## config.mk

```make
export PLATFORM = sky130hd
export DESIGN_NAME = instr_fetch_ctrl
export DESIGN_NICKNAME = d
export VERILOG_FILES = /design/src/rtl/instr_fetch_ctrl_pkg.sv /design/src/rtl/instr_fetch_ctrl_timeout_counter.sv /design/src/rtl/instr_fetch_ctrl.sv
export SDC_FILE = /design/constraint.sdc
export NUM_CORES = 1
export LEC_CHECK = 0
export ABC_AREA = 1
export CORE_MARGIN = 5
export CORE_UTILIZATION = 27
export DETAILED_ROUTE_END_ITERATION = 8
export PLACE_DENSITY = 0.55
export SETUP_SLACK_MARGIN = 0.4
export SLEW_MARGIN = 10
export SYNTH_ARGS = -nofsm -noshare
export SYNTH_HDL_FRONTEND = slang
export SYNTH_SLANG_ARGS = --single-unit
```

## constraint.sdc

```tcl
create_clock -name clk -period 1.4 [get_ports clk]
set_input_delay 0.28 -clock clk [delete_from_list [all_inputs] [get_ports clk]]
set_output_delay 0.28 -clock clk [all_outputs]
set_load 0.1 [all_outputs]
```

## src/rtl/instr_fetch_ctrl_pkg.sv

```systemverilog
// Shared types and constants for the instruction fetch controller.
// Optional fetch reuse is enabled by defining INSTR_FETCH_REUSE_EN.
package instr_fetch_ctrl_pkg;

   localparam int XLEN  = 16;
   localparam int CNT_W = 8;

   localparam logic [XLEN-1:0] INSTR_NOP = 16'h0000;

   typedef enum logic [1:0] {
      S_IDLE = 2'd0,
      S_REQ  = 2'd1,
      S_DONE = 2'd2
   } fetch_state_t;

endpackage

```

## src/rtl/instr_fetch_ctrl_timeout_counter.sv

```systemverilog
// Wait counter for an outstanding memory request.
// Terminal count is asserted while the count equals TIMEOUT.
module fetch_timeout_counter
   import instr_fetch_ctrl_pkg::*;
#(
   parameter int TIMEOUT = 15
) (
   input  logic clk,
   input  logic clr_n,
   input  logic clear,
   input  logic enable,
   output logic tc
);

   localparam logic [CNT_W-1:0] TC_VAL = CNT_W'(TIMEOUT);

   logic [CNT_W-1:0] count_q;

   always_ff @(posedge clk or negedge clr_n) begin
      if (!clr_n) begin
         count_q <= '0;
      end else if (clear) begin
         count_q <= '0;
      end else if (enable) begin
         count_q <= count_q + 1'b1;
      end
   end

   assign tc = (count_q == TC_VAL);

endmodule

```

## src/rtl/instr_fetch_ctrl.sv

```systemverilog
// Instruction fetch controller: one outstanding memory read per PC request.
// Define INSTR_FETCH_REUSE_EN to serve repeat addresses without memory.
module instr_fetch_ctrl
   import instr_fetch_ctrl_pkg::*;
#(
   parameter int TIMEOUT = 15
) (
   input  logic            clk,
   input  logic            clr_n,
   input  logic [XLEN-1:0] pc_addr,
   input  logic            pc_valid,
   output logic [XLEN-1:0] instr,
   output logic            instr_valid,
   output logic            stall,
   output logic            fetch_fault,
   output logic            mem_req,
   output logic [XLEN-1:0] mem_addr,
   input  logic            mem_ack,
   input  logic [XLEN-1:0] mem_rdata
);

   fetch_state_t    state_q;
   fetch_state_t    state_d;
   logic [XLEN-1:0] addr_q;
   logic [XLEN-1:0] addr_d;
   logic [XLEN-1:0] instr_q;
   logic [XLEN-1:0] instr_d;
   logic            discard_q;
   logic            discard_d;
   logic            valid_q;
   logic            fault_q;
   logic            fault_d;
   logic            req_q;
   logic            ready_q;
   logic            capture;
   logic            redirect;
   logic            reuse_hit;
   logic            cnt_clear;
   logic            cnt_en;
   logic            tc;

   fetch_timeout_counter #(
      .TIMEOUT (TIMEOUT)
   ) u_cnt (
      .clk    (clk),
      .clr_n  (clr_n),
      .clear  (cnt_clear),
      .enable (cnt_en),
      .tc     (tc)
   );

   assign redirect = !pc_valid || (pc_addr != addr_q);

   always_comb begin
      state_d   = state_q;
      addr_d    = addr_q;
      instr_d   = instr_q;
      discard_d = discard_q;
      fault_d   = 1'b0;
      capture   = 1'b0;
      cnt_clear = 1'b0;
      cnt_en    = 1'b0;
      unique case (state_q)
         S_IDLE: begin
            if (pc_valid && ready_q) begin
               if (reuse_hit) begin
                  state_d = S_DONE;
               end else begin
                  state_d   = S_REQ;
                  addr_d    = pc_addr;
                  cnt_clear = 1'b1;
               end
            end
         end
         S_REQ: begin
            if (mem_ack) begin
               discard_d = 1'b0;
               // A redirect seen in the ack cycle itself also stales the data
               if (discard_q || redirect) begin
                  state_d = S_IDLE;
               end else begin
                  state_d = S_DONE;
                  instr_d = mem_rdata;
                  capture = 1'b1;
               end
            end else if (tc) begin
               state_d   = S_IDLE;
               fault_d   = 1'b1;
               discard_d = 1'b0;
            end else begin
               cnt_en = 1'b1;
               if (redirect) begin
                  discard_d = 1'b1;
               end
            end
         end
         S_DONE: begin
            state_d = S_IDLE;
         end
         default: begin
            state_d = S_IDLE;
         end
      endcase
   end

   always_ff @(posedge clk or negedge clr_n) begin
      if (!clr_n) begin
         state_q   <= S_IDLE;
         addr_q    <= '0;
         instr_q   <= INSTR_NOP;
         discard_q <= 1'b0;
         valid_q   <= 1'b0;
         fault_q   <= 1'b0;
         req_q     <= 1'b0;
         ready_q   <= 1'b0;
      end else begin
         state_q   <= state_d;
         addr_q    <= addr_d;
         instr_q   <= instr_d;
         discard_q <= discard_d;
         valid_q   <= (state_d == S_DONE);
         fault_q   <= fault_d;
         req_q     <= (state_d == S_REQ);
         ready_q   <= 1'b1;
      end
   end

`ifdef INSTR_FETCH_REUSE_EN
   logic            reuse_q;
   logic [XLEN-1:0] last_q;

   always_ff @(posedge clk or negedge clr_n) begin
      if (!clr_n) begin
         reuse_q <= 1'b0;
         last_q  <= '0;
      end else if (fault_d) begin
         reuse_q <= 1'b0;
      end else if (capture) begin
         reuse_q <= 1'b1;
         last_q  <= addr_q;
      end
   end

   assign reuse_hit = reuse_q && (pc_addr == last_q);
`else
   assign reuse_hit = 1'b0;
`endif

   assign instr       = instr_q;
   assign instr_valid = valid_q;
   assign fetch_fault = fault_q;
   assign mem_req     = req_q;
   assign mem_addr    = addr_q;
   assign stall       = pc_valid && !valid_q;

endmodule
```

Word-level counts from Yosys, hierarchy flattened

Cells that the tools add are included.

Word-level logic and storage cells: 46
Flip-flop bits (word level): 47
Output and inout bits: 36
Input bits: 36

Muxes and demuxes: 18
Bitwise operators: 1
Reductions and logical operators: 12
Add/subtract/negate cells: 1
Eq/ne operators: 5

Operators with widths:

| cell                  | count |
|---|---|
| $mux W8               | 2 |
| $ne A16 B16 Y1        | 1 |
| $mux W1               | 11 |
| $add A8 B1 Y8 const B | 1 |
| $eq A8 B4 Y1 const B  | 1 |
| $mux W2               | 4 |
| $eq A2 B1 Y1 const B  | 2 |
| $pmux W2 S2           | 1 |
| $reduce_and A2 Y1     | 2 |
| $reduce_and A3 Y1     | 1 |
| $reduce_bool A3 Y1    | 1 |
| $eq A2 B2 Y1 const B  | 1 |
| $logic_and A1 B1 Y1   | 2 |
| $logic_not A1 Y1      | 2 |
| $logic_not A2 Y1      | 1 |
| $logic_or A1 B1 Y1    | 2 |
| $reduce_bool A2 Y1    | 1 |
| $not A1 Y1            | 1 |

Logic depth before layout (Yosys ltp)

Gate-level depths: netlist of the first run.

Word-level depth: 7
Gate-level depth with buffers: 11
Gate-level depth less buffers: 11

By module

From an unflattened synthesis of the first run, not the netlist that was laid out.

Cell total of the unflattened synthesis: 302
Area total of the unflattened synthesis: 2,344.7 um^2

By module, submodules not included:

| module                | times used | cells each | seq. area each (um^2) | area an instance (um^2) |
|---|---|---|---|---|
| instr_fetch_ctrl      | 1          | 241        | 975.9                 | 1,888.1 |
| fetch_timeout_counter | 1          | 61         | 200.2                 | 456.7 |

Worst setup path after synthesis of the first run

OpenSTA, ideal clock, no wires.

Path kind: register to output
From: register valid_q (netlist: instr_valid)
To: output stall
Path buffers: 0
Required time: 1.120 ns
Arrival: 2.144 ns
Stages on the path, launching flop included: 2
Path slack: -1.024 ns
Path through: dfrtp_1 > nor2_1

Word-level cells in the longest chain between the ends: 2

Ends and longest elaborated chain:

| element                  | RTL line                | RTL |
|---|---|---|
| start: declaration       | instr_fetch_ctrl.sv:30  | `logic valid_q;` |
| start signal: assignment | instr_fetch_ctrl.sv:121 | `valid_q <= (state_d == S_DONE);` |
| $logic_not A1 Y1         | instr_fetch_ctrl.sv:154 | `assign stall = pc_valid && !valid_q;` |
| $logic_and A1 B1 Y1      | instr_fetch_ctrl.sv:154 |  |
| end: declaration         | instr_fetch_ctrl.sv:14  | `output logic stall,` |

No other way between the ends.

Worst setup path in the final report of the first run

From: register addr_q[3] (netlist: mem_addr[3])
To: output mem_addr[3]

RTL lines:

| element                  | RTL line                | RTL |
|---|---|---|
| start: declaration       | instr_fetch_ctrl.sv:24  | `logic [XLEN-1:0] addr_q;` |
| start signal: assignment | instr_fetch_ctrl.sv:118 | `addr_q <= addr_d;` |
| end: declaration         | instr_fetch_ctrl.sv:17  | `output logic [XLEN-1:0] mem_addr,` |

No word-level cell between the ends.

==> out/results.txt, run 1 <==
status - finished with violations
failing checks - setup timing
hold depth - 3
fmax - 637.9 MHz
Cell Area, Synth - 0.002341 sq mm
CP Cell Sequence - buf_4 -> buf_6 -> buf_6 -> buf_12
Layout area overhead - 97.92%
Crit Path Class - reg -> out
crit share post-route - 112.0%
total design power - 4.907 mW
DR DRC count - 0
DP HPWL - 4.985 mm
Antenna diodes - 0
Initial Util - 27.24%
syn nets - 345
pin count of the biggest net entering global routing - 48
Crit path required time - 1.12 ns
via total after detailed routing - 2450
gr usage total - 13.63%
CP startpoint kind - flop
Reg clk slew, reported paths - 0.09 ns
Clock Sinks - 47
vias in the first global route - 2485
FP Rows - 34
DR pass1 iterations - 5
crit path DAT - 1.29 ns
pwr dens - 1059 mW/mm^2
cell repeated most along the worst path - buf_6
Routed WL - 7.270 mm
Synth cell types - 27
Ports - 72
FF-to-FF path depth - 9
Setup violations, final - 23
MaxCap Viol Count - 0
clock skew - 0.01096 ns
Cells after Synth - 308
CP delay by family, top - buffers and inverters
final-report hold violation count - 0
layout cells sized above 1 - 48.76%
most frequent cells in the layout - nand2_1 (97), buf_12 (40), inv_1 (28), buf_6 (28), buf_4 (26)
#FFs+latches synth - 47
CP max stage delay - 0.49 ns
worst-path fanout max - 3
CTS H-tree depth - 2
Seq/Total Area, Yosys - 50.24%
max-slew violations - 0
first-pass GRT wire length - 11.44 mm
Chip Height - 103.1 microns
initial antenna violation count - 0
CTS buffer count - 5
worst setup margin - -0.1676 ns
Lkg Pwr - 2.208 nW
Vias per Instance - 4.446
worst-case clock buffer depth - 2
initial DRC count - 109
fin area - 0.004633 sq mm
core area - 0.008593 sq mm
GRT Residual Overflow - 0
RD Place Congestion - 0.7764
Post-DP Area - 0.003985 sq mm
Levels on crit path - 4
Critical Path End Type - output pin
fin nets - 479
most common cell after layout, fill and taps aside - nand2_1
CTS tree - yes
Port Buffers - 71
CTS root buf - clkbuf_8
post-DR wirelength/cell - 13.19 microns
Post-DRT Antenna Nets - 0
Max stage delay cell, worst path - dfrtp_4
clk_lat worst skew - 0.30 ns
minimum clock period - 1.568 ns
DIE AREA - 0.01063 sq mm
Die W - 103.1 microns
Synth Warn # - 0
area leader, netlist - dfrtp_1
Worst Hold Class - in -> reg
WP buf/inv - 4
RSZ-0062 raised after global routing - true
Synth Area per Inst - 7.601 sq um
share of Yosys cell area claimed by the top area cell type - 50.24%
Synth area leaders - dfrtp_1 (50%), nand2_1 (19%), inv_1 (6.1%)
Worst IR Drop VDD - 0.0006500 V
==> layer usage <==
layer	vias to the layer above	part of all wire (%)	routed length, microns	global-route usage (%)
met5	-	0	0	0
met4	0	1.6	114	3.685
met3	13	4.8	352	2.977
met2	51	53	3888	23.93
met1	1163	40	2915	16.86
li1	1223	-	-	-
==> per-stage QoR <==
step / worst slack [ns] / std cells / TNS, ns / hold WS (ns) / util, %
floorplan: -0.2661 / 308 / -3.634 / -0.01559 / -
global placement: -0.5624 / 522 / -15.91 / 0.2952 / 46.37
detailed placement: -0.6133 / 522 / -16.62 / 0.2932 / 46.37
CTS: -0.1368 / 542 / -2.088 / 0.3682 / 51.79
global route: -0.2531 / 551 / -4.803 / 0.3062 / 53.92
finish: -0.1676 / 551 / -2.020 / 0.3105 / 53.92
==> area by class of cell <==
class,instances,area [sq um]
repair buffers,134,1744
flip-flops and latches,47,1260
well taps,108,135.1
inverters,43,165.2
clock buffers,7,86.33
clock inverters,1,5.005
multi-input cells,210,1230
repair inverters,1,7.507
fillers,775,3960
==> power by group <==
group	internal, mW	switching, mW	total, mW	leakage, nW
clock network	0.400	0.464	0.864	0.0482
logic	1.02	1.32	2.35	1.59
registers	1.55	0.146	1.70	0.571
total	2.97	1.93	4.91	2.21
==> sequential cells by signal, indices dropped and copies added, names as in the netlist <==
signal	flops
discard_q	1
fetch_fault	1
instr	16
instr_valid	1
mem_addr	16
mem_req	1
ready_q	1
state_q	2
u_cnt.count_q	8
==> synth_stat cells, drive strengths merged <==
cell and n:
nand2 118, dfrtp 47, inv 43, nor2 28
nand4 18, o21ai 17, nand3 9, nor3 8
clkbuf 5, buf 4, xor2 3, or2 2
xnor2 2, a21oi 1, conb 1, ha 1
nor3b 1
==> worst paths after layout <==
| kind | startpoint | slack [ns] | endpoint |
|---|---|---|---|
| min | pc_addr[15] | 0.31 | mem_addr[15]$_DFFE_PN0P_ |
| max reg2reg | mem_addr[11]$_DFFE_PN0P_ | -0.12 | instr[6]$_DFFE_PN0P_ |
| max | mem_addr[3]$_DFFE_PN0P_ | -0.17 | mem_addr[3] |
| max in group asynchronous | clr_n | 0.65 | mem_addr[0]$_DFFE_PN0P_ |
| min reg2reg | instr[10]$_DFFE_PN0P_ | 0.52 | instr[10]$_DFFE_PN0P_ |
| min in group asynchronous | clr_n | 0.49 | mem_addr[14]$_DFFE_PN0P_ |
==> tightest hold or removal path: cells and delay by family <==
kind                   cells  cell delay [ns]
AND/OR/NAND/NOR            1             0.08
AO/OA/AOI/OAI              1             0.05
buffers and inverters      1             0.17
==> logic make-up after synthesis <==
kind of cell / after synthesis / synth area share [%]
and+or+nand+nor: 184 / 34.42
DFF: 47 / 50.24
adders and majority gates: 1 / 0.5344
buffers and inverters: 52 / 8.926
xor gates and xnor gates: 5 / 1.871
other: 1 / 0.1602
AOI/OAI and AO/OA: 18 / 3.848
==> timing repair <==
| item | CTS | global route |
|---|---|---|
| endpoints found under the hold margin | 47 | 0 |
| gates cloned | 4 | 0 |
| hold buffers | 1 | 0 |
| setup endpoints to repair | 82 | 82 |
| pin swaps | 25 | 13 |
| gates resized for setup | 77 | 34 |
| buffers inserted | 7 | 9 |
(Power assumes the default switching activity.)
==> inputs of run 2 (changes only) <==
Settings changed: CORE_UTILIZATION 27 to 45, PLACE_DENSITY 0.55 to 0.79.
Clock period 1.4 ns to 1.82 ns, I/O delays scaled along.
==> out/results.txt, run 2 (synthesized netlist as in run 1, its figures left out) <==
Multi-input gate area - 0.001189 sq mm
FP Rows - 26
worst-case clock buffer depth - 2
initial DRC count - 136
vias in the first global route - 2304
initial antenna violation count - 0
Ports - 72
Worst IR Drop VDD - 0.0006617 V
DIE AREA - 0.006745 sq mm
final cell count without fillers - 484
CP startpoint kind - input pin
first-pass GRT wire length - 11.07 mm
Initial Util - 46.13%
setup TNS - 0 ns
pwr dens - 846.0 mW/mm^2
Worst R2R End - instr[9]$_DFFE_PN0P_
FF-to-FF path depth - 9
Die W - 82.13 microns
r2r setup slk - 0.28 ns
gr usage total - 21.54%
total design power - 3.470 mW
CTS buffer count - 5
layout cells sized above 1 - 40.82%
most common cell after layout, fill and taps aside - nand2_1
max-slew violations - 0
hold_buf cts - 0
Antenna diodes - 0
clock skew - 0.01956 ns
Setup violations, final - 0
core area - 0.005075 sq mm
WP buf/inv - 3
Seq pwr share - 37.8%
fin nets - 450
Max stage delay cell, worst path - clkdlybuf4s50_1
Critical R2R Launch - mem_addr[11]$_DFFE_PN0P_
Routed WL - 7.306 mm
post-placement cell count - 451
DR pass1 iterations - 4
Sequential cell area - 0.001237 sq mm
fmax - 645.7 MHz
Layout area overhead - 75.20%
Lkg Pwr - 1.983 nW
slew margin rel. - 59.33%
Crit path required time - 2.01 ns
Crit Path Class - in -> reg
Clock power frac - 17.8%
post-DR wirelength/cell - 15.10 microns
Clock Sinks - 47
most frequent cells in the layout - nand2_1 (88), buf_12 (37), dfrtp_1 (30)
Worst-Margin Slew - 0.6101 ns
Post-DRT Antenna Nets - 0
Worst Hold Class - in -> async
final-report hold violation count - 0
Hold WS - 0.1366 ns
Chip Height - 82.13 microns
Sw Ratio - 40.92%
DR DRC count - 0
status - complete, no violations
CP max stage delay - 0.52 ns
Cell Int Power - 2.050 mW
minimum clock period - 1.549 ns
crit path DAT - 1.74 ns
CTS root buf - clkbuf_8
CP delay by family, top - buffers and inverters
CTS tree - yes
CTS H-tree depth - 2
Critical Path End Type - flop
combinational fraction of design power - 44.4%
MaxCap Viol Count - 0
DP HPWL - 4.740 mm
RSZ-0062 raised after global routing - true
via total after detailed routing - 2400
Vias per Instance - 4.959
Port Buffers - 71
pin count of the biggest net entering global routing - 48
Switch Pwr - 1.420 mW
GRT Residual Overflow - 0
RD Place Congestion - 0.8181
CP Cell Sequence - clkdlybuf4s50_1 -> inv_1 -> nand2_1 -> nand2_1 -> nor3_2 -> nand4_4 -> buf_6 -> nand2_2 -> nand2_2
Filler cells - 301
worst-path fanout max - 7
Reg clk slew, reported paths - 0.10 ns
crit share post-route - 85.09%
clk_lat worst skew - 0.31 ns
[run 2: cell count changes in the layout (fill, tap and decap cells not counted), moves of 4 or more]
cell,previous run,this run
buf_6,28,5
clkdlybuf4s50_1,25,21
dfrtp_1,12,30
dfrtp_2,19,1
dlygate4sd2_1,6,12
nand2_1,97,88
nand2_2,16,26
o21ai_0,0,15
o21ai_1,9,0
o21ai_2,8,2
[run 2: power by group through the flow]
stage                     Clock [mW]  Combinational (mW)  Sequential (mW)
after floorplan                    0               0.295             1.84
after global placement             0                1.32             1.34
after detailed placement           0                1.34             1.35
after CTS                      0.632                1.38             1.32
after global routing           0.679                1.62             1.32
final                          0.618                1.54             1.31
[run 2: layout make-up]
class	count	share of cell area, %
inverter	43	3.935
timing repair buffer	106	32.82
tap	70	2.135
clock buffer	8	1.952
sequential	47	30.17
multi-input combinational	210	28.98
[run 2: worst max path at each step]
stage	depth (start not counted)	endpoint	slack (ns)	from
global route	9	instr[9]$_DFFE_PN0P_	0.17	discard_q$_DFFE_PN0P_
floorplan	9	instr[10]$_DFFE_PN0P_	0.14	mem_addr[10]$_DFFE_PN0P_
detailed placement	10	instr[3]$_DFFE_PN0P_	-0.32	pc_valid
global placement	10	instr[9]$_DFFE_PN0P_	-0.22	pc_valid
finish	9	instr[9]$_DFFE_PN0P_	0.27	pc_addr[0]
CTS	9	instr[1]$_DFFE_PN0P_	0.28	mem_addr[14]$_DFFE_PN0P_
[run 2: repair_timing]
item,in CTS,in global routing
setup buffers,6,17
cloned,2,0
pin swaps,12,29
endpoints found under the setup margin,30,32
resized for setup,33,48
[run 2: stage by stage]
| step | area [sq um] | util (%) | setup WS [ns] |
|---|---|---|---|
| after CTS | 3807 | 75.02 | 0.2836 |
| final | 4101 | 80.82 | 0.2714 |
| after global placement | 3623 | 71.40 | -0.2186 |
| after floorplan | 2424 | - | 0.1447 |
| after global routing | 4101 | 80.82 | 0.1747 |
| after detailed placement | 3623 | 71.40 | -0.3218 |
[run 2: routing by layer]
| layer | part of all wire (%) | wire [microns] | up-vias | track usage [%] |
|---|---|---|---|---|
| met2 | 54 | 3970 | 71 | 39.01 |
| met4 | 2.6 | 187 | 0 | 8.140 |
| met5 | 0 | 0 | - | 0 |
| li1 | - | - | 1161 | - |
| met3 | 5.1 | 376 | 19 | 4.664 |
| met1 | 38 | 2771 | 1149 | 24.74 |
==> RTL edit 1, RTL diff (settings of run 1) <==
`CNT_W`: 8 -> 12.
--- a/src/rtl/instr_fetch_ctrl_pkg.sv
+++ b/src/rtl/instr_fetch_ctrl_pkg.sv
@@ -3,7 +3,7 @@
 package instr_fetch_ctrl_pkg;
 
    localparam int XLEN  = 16;
-   localparam int CNT_W = 8;
+   localparam int CNT_W = 12;
 
    localparam logic [XLEN-1:0] INSTR_NOP = 16'h0000;
 
Function: no difference found for any inputs over 10 cycles, from zero or initial values; that may be too few to reach the edited logic, so the function may still have changed.
==> RTL edit 1 against run 1 <==
  * The flow still finishes with violations (negative setup slack)
  * Sequential cell count increased by 4
  * Worst setup slack better by 43 ps
  * Wire length grew 23%
  * Design area grew 17%
  * Total power grew 13%
  * Synthesized area grew 14%
  * Sequential share of layout area decreased by 2.1 points
  * Critical path type is now register to register
  * Largest cell class unchanged
  * Highest routed layer unchanged
==> RTL edit 1: results (changes against run 1) <==
* Outcome: finished, violations left
* Failing checks: negative setup slack
* Fillers at 860 (+11%)
* Final setup fails at 38 (+65%)
* Area contributors post-synth: dfrtp_1 48%, nand2_1 19%, inv_1 6.3%
* Max incr delay on CP at 390 ps (-100 ps)
* Clock network area share at 1.799% (-0.17 points)
* Routed WL at 8914 µm (+23%)
* Layout Nets at 555 (+16%)
* Clock Pin Slew Worst Setup and Hold Paths at 110 ps (+20 ps)
* CP endpoint: u_cnt.count_q[1]
* Worst slack at placement at -567.2 ps (+46.08 ps)
* Worst VDD drop at 0.5302 mV (-18%)
* Setup TNS at -3032 ps (-1012 ps)
* 1st-pass router iterations at 4 (-1)
* Clock buffers at 5 (-2)
* P_int at 3.302 mW (+11%)
* Placed inst area at 4357 µm² (+9.3%)
* Vias in the first global route at 2,944 (+18%)
* Hold Crit Class: primary input to async pin
* Synth unique cells at 25 (-7.4%)
* Largest net degree at the start of global routing at 52 (+8.3%)
* Gr usage total at 15.03% (+1.4 points)
* Synth top cells by count: 133 x nand2_1, 51 x dfrtp_1, 45 x inv_1
* Via-to-Cell Ratio at 4.449 (about the same)
* Count of multi-input gates at 246 (+17%)
* Gpl congestion at 0.8530 (+9.9%)
* Critical path type: register to register
* Signal buffers at 158 (+18%)
* Setup WS post-layout at -124.8 ps (+42.74 ps)
* Share of layout cells above drive strength 1 at 50.48% (+1.7 points)
* Final hold slack at 468.9 ps (+158.5 ps)
* Worst Path Arrival at 1790 ps (+500 ps)
* CP delay by family, top: simple AND/OR/NAND/NOR gates
* Multi-input combinational cell area at 1455 µm² (+18%)
* Drt initial violations at 119 (+9.2%)
* Tap Cells at 133 (+23%)
* Net Count, Synth at 400 (+16%)
RTL edit 1: changes by cell type in the layout (fill, tap and decap cells not counted), sizes merged, moves of 5 or more:
cell	before	now
buf	99	122
clkdlybuf4s50	25	33
dlygate4sd2	6	1
inv	42	57
nand2	119	133
nand3	9	17
nand4	18	25
o21ai	17	25
RTL edit 1: power by group through the flow:
stage          Sequential (mW)  Combinational (mW)  Clock [mW]
3_5_place_dp              1.85                2.14           0
5_1_grt                   1.89                2.89        1.04
3_3_place_gp              1.84                2.11           0
2_1_floorplan             2.54               0.487           0
6_report                  1.87                2.74       0.951
4_1_cts                   1.85                2.49       0.983
RTL edit 1: metal layers:
layer | share of wire (%) | vias to the layer above | GRT usage (%)
met3 | 4.4 | 10 | 3.171
met1 | 43 | 1374 | 19.46
li1 | - | 1453 | -
met5 | 0 | - | 0
met4 | 1.1 | 0 | 3.651
met2 | 52 | 64 | 25.59
RTL edit 1: logic make-up (layout without fill, tap and decap cells):
kind of cell    after synthesis  in the layout  share of synthesized area [%]
xor+xnor                      3              3                         0.9810
flops                        51             51                          47.64
compound gates               27             27                          5.558
other cells                   1              1                         0.1400
fa+ha+maj                     1              1                         0.4670
simple gates                214            214                          35.45
buf+inv                      66            222                          9.761
RTL edit 1: stage by stage:
step | util, % | total power [mW] | cells
after detailed placement | 44.78 | 3.986 | 603
after CTS | 52.57 | 5.326 | 641
final | 55.76 | 5.557 | 652
after floorplan | - | 3.028 | 363
after global placement | 44.78 | 3.958 | 603
after global routing | 55.76 | 5.820 | 652
RTL edit 1: repair_timing:
action                                  CTS  global route
gates resized for setup                  77            62
endpoints found under the setup margin   86            86
pin swaps                                13            11
hold buffers                              1             0
cloned                                    9             1
buffers inserted                         20            10
hold endpoints to repair                 51             0
==> RTL edit 2, RTL diff (flow settings as in run 1) <==
Made on the original files. Re-encode `fetch_state_t` (3 states) as one-hot, 3 bits wide.
--- a/src/rtl/instr_fetch_ctrl_pkg.sv
+++ b/src/rtl/instr_fetch_ctrl_pkg.sv
@@ -7,10 +7,10 @@
 
    localparam logic [XLEN-1:0] INSTR_NOP = 16'h0000;
 
-   typedef enum logic [1:0] {
-      S_IDLE = 2'd0,
-      S_REQ  = 2'd1,
-      S_DONE = 2'd2
+   typedef enum logic [2:0] {
+      S_IDLE = 3'b001,
+      S_REQ  = 3'b010,
+      S_DONE = 3'b100
    } fetch_state_t;
 
 endpackage
Check against the original RTL: same outputs for any inputs over 10 cycles, from zero or initial values; not proved beyond that.
==> RTL edit 2 against run 1 <==
  * Sequential cell count is 1 higher
  * Largest power group unchanged
  * Design area is 6.9% higher
  * The flow finishes with violations (negative hold slack, negative setup slack)
  * Hold slack worse by 350 ps
  * Wire length is 9.0% higher
  * Worst setup slack worse by 1.4 ps
  * Synthesized area is 2.1% higher
  * Die area is 1.9% higher
  * Register-to-register slack worse by 50 ps
  * Total power is 5.6% higher
  * Global-route usage is 0.15 points higher
==> RTL edit 2: results (changes against run 1) <==
* Layout Nets at 486 (+1.5%)
* Area contributors post-synth: dfrtp_1 49%, nand2_1 17%, inv_1 6.6%
* Worst skew pair latency at 310 ps
* Reg2Reg Capture Point: instr[3]
* Failing checks: negative hold slack, negative setup slack
* Final non-filler cell total at 558 (+1.3%)
* Final Skew at 9.733 ps (-1.229 ps)
* Gr usage total at 13.78% (+0.15 points)
* Final hold violation count at 18 (+18)
* 1st-pass router iterations at 4 (-1)
* Outcome: finished, violations left
* Final setup fails at 46 (+100%)
* Synth unique cells at 28 (+3.7%)
* Net Count, Synth at 344 (-0.29%)
* Worst VDD drop at 0.4184 mV (-36%)
* Worst Path Arrival at 1770 ps (+480 ps)
* Static Leakage at 2.380 nW (+7.8%)
* Hold Crit Class: primary input to async pin
* # diodes at 0 (unchanged)
* Seq/Total Area, Yosys at 50.29% (about the same)
* Root Driver: clkbuf_8
* Routed WL at 7921 µm (+9.0%)
* Placed inst area at 4068 µm² (+2.1%)
* Syn_area_per_cell at 7.788 µm² (+2.5%)
* Worst reg2reg startpoint: mem_addr[8]
* Final hold slack at -36.45 ps (-346.9 ps)
* Drt initial violations at 62 (-43%)
* Largest net degree at the start of global routing at 23 (-52%)
* Clock Pin Slew Worst Setup and Hold Paths at 100 ps
* Setup WS post-layout at -168.9 ps (-1.378 ps)
* Setup TNS at -4287 ps (-2267 ps)
* Top FF cell, synth: dfrtp_1
* Relative slew slack at 60.36%
* DP HPWL at 4981 µm (about the same)
* Synth top cells by count: 110 x nand2_1, 47 x dfrtp_1, 42 x inv_1
* Gpl congestion at 0.7712 (-0.67%)
* Crit-path max FO at 14 (+11)
* Vias in the first global route at 2,546 (+2.5%)
* First-pass GRT wire length at 12,450 µm (+8.9%)
* Worst slack at placement at -486.7 ps (+126.6 ps)
* Share of layout cells above drive strength 1 at 52.89% (+4.1 points)
* H-tree depth at 2 (unchanged)
* Via-to-Cell Ratio at 4.548 (+2.3%)
-- RTL edit 2: changes by cell type after synthesis, sizes merged, moves of 2 or more --
cell	delta
nand2	-8
inv	+4
nand3	+2
nor2	-9
o21ai	+3
buf	+2
a21oi	+5
clkbuf	-2
nand4	+3
nor3	-4
-- RTL edit 2: power by group --
part           switching [mW]  internal [mW]
sequential              0.154           1.57
clock                   0.526          0.539
combinational            1.34           1.06
total                    2.02           3.17
-- RTL edit 2: kinds of logic (layout without fill, tap and decap cells) --
group	after synthesis	count (layout)	synth area share [%]
xor+xnor	5	5	1.832
compound gates	28	28	6.070
other cells	1	1	0.1568
flops	48	48	50.29
simple gates	167	168	31.50
fa+ha+maj	1	1	0.5232
buf+inv	57	199	9.628
-- RTL edit 2: critical path, stage by stage (launching register included) --
cell     delay (ps)
dfrtp_4         510
inv_1            60
nand2_1          60
a21oi_1         150
nand2_1         110
nor2_4          160
nand4_4         130
buf_12          170
nand2_1          60
nand2_1          50
-- RTL edit 2: final cells by class --
type                    instances  area, µm²
clock buffers                   5      68.82
fillers                       746       3725
flip-flops and latches         48       1286
clock inverters                 3      46.29
inverters                      48      195.2
repair buffers                143       1897
well taps                     108      135.1
multi-input cells             203       1325
-- RTL edit 2: layer usage --
metal	up-vias	GRT usage [%]	routed length [µm]	part of all wire [%]
li1	1247	-	-	-
met1	1220	17.71	3378	43
met2	60	23.36	4104	52
met3	11	3.352	318	4.0
met4	0	3.145	121	1.5
met5	-	0	0	0
-- RTL edit 2: repair_timing --
action | in CTS | in global routing
endpoints found under the hold margin | 18 | 0
pin swaps | 10 | 20
gates resized for setup | 70 | 59
cloned | 4 | 2
endpoints found under the setup margin | 83 | 83
setup buffers | 9 | 13
-- RTL edit 2: worst max path at each step --
stage                       from   endpoint  slack [ps]
floorplan            mem_addr[2]  instr[10]        -260
global placement     pc_addr[13]   instr[9]        -440
detailed placement   pc_addr[13]  instr[11]        -490
CTS                  mem_addr[0]  instr[11]        -100
global route        mem_addr[11]   instr[3]        -290
finish               mem_addr[8]   instr[3]        -170
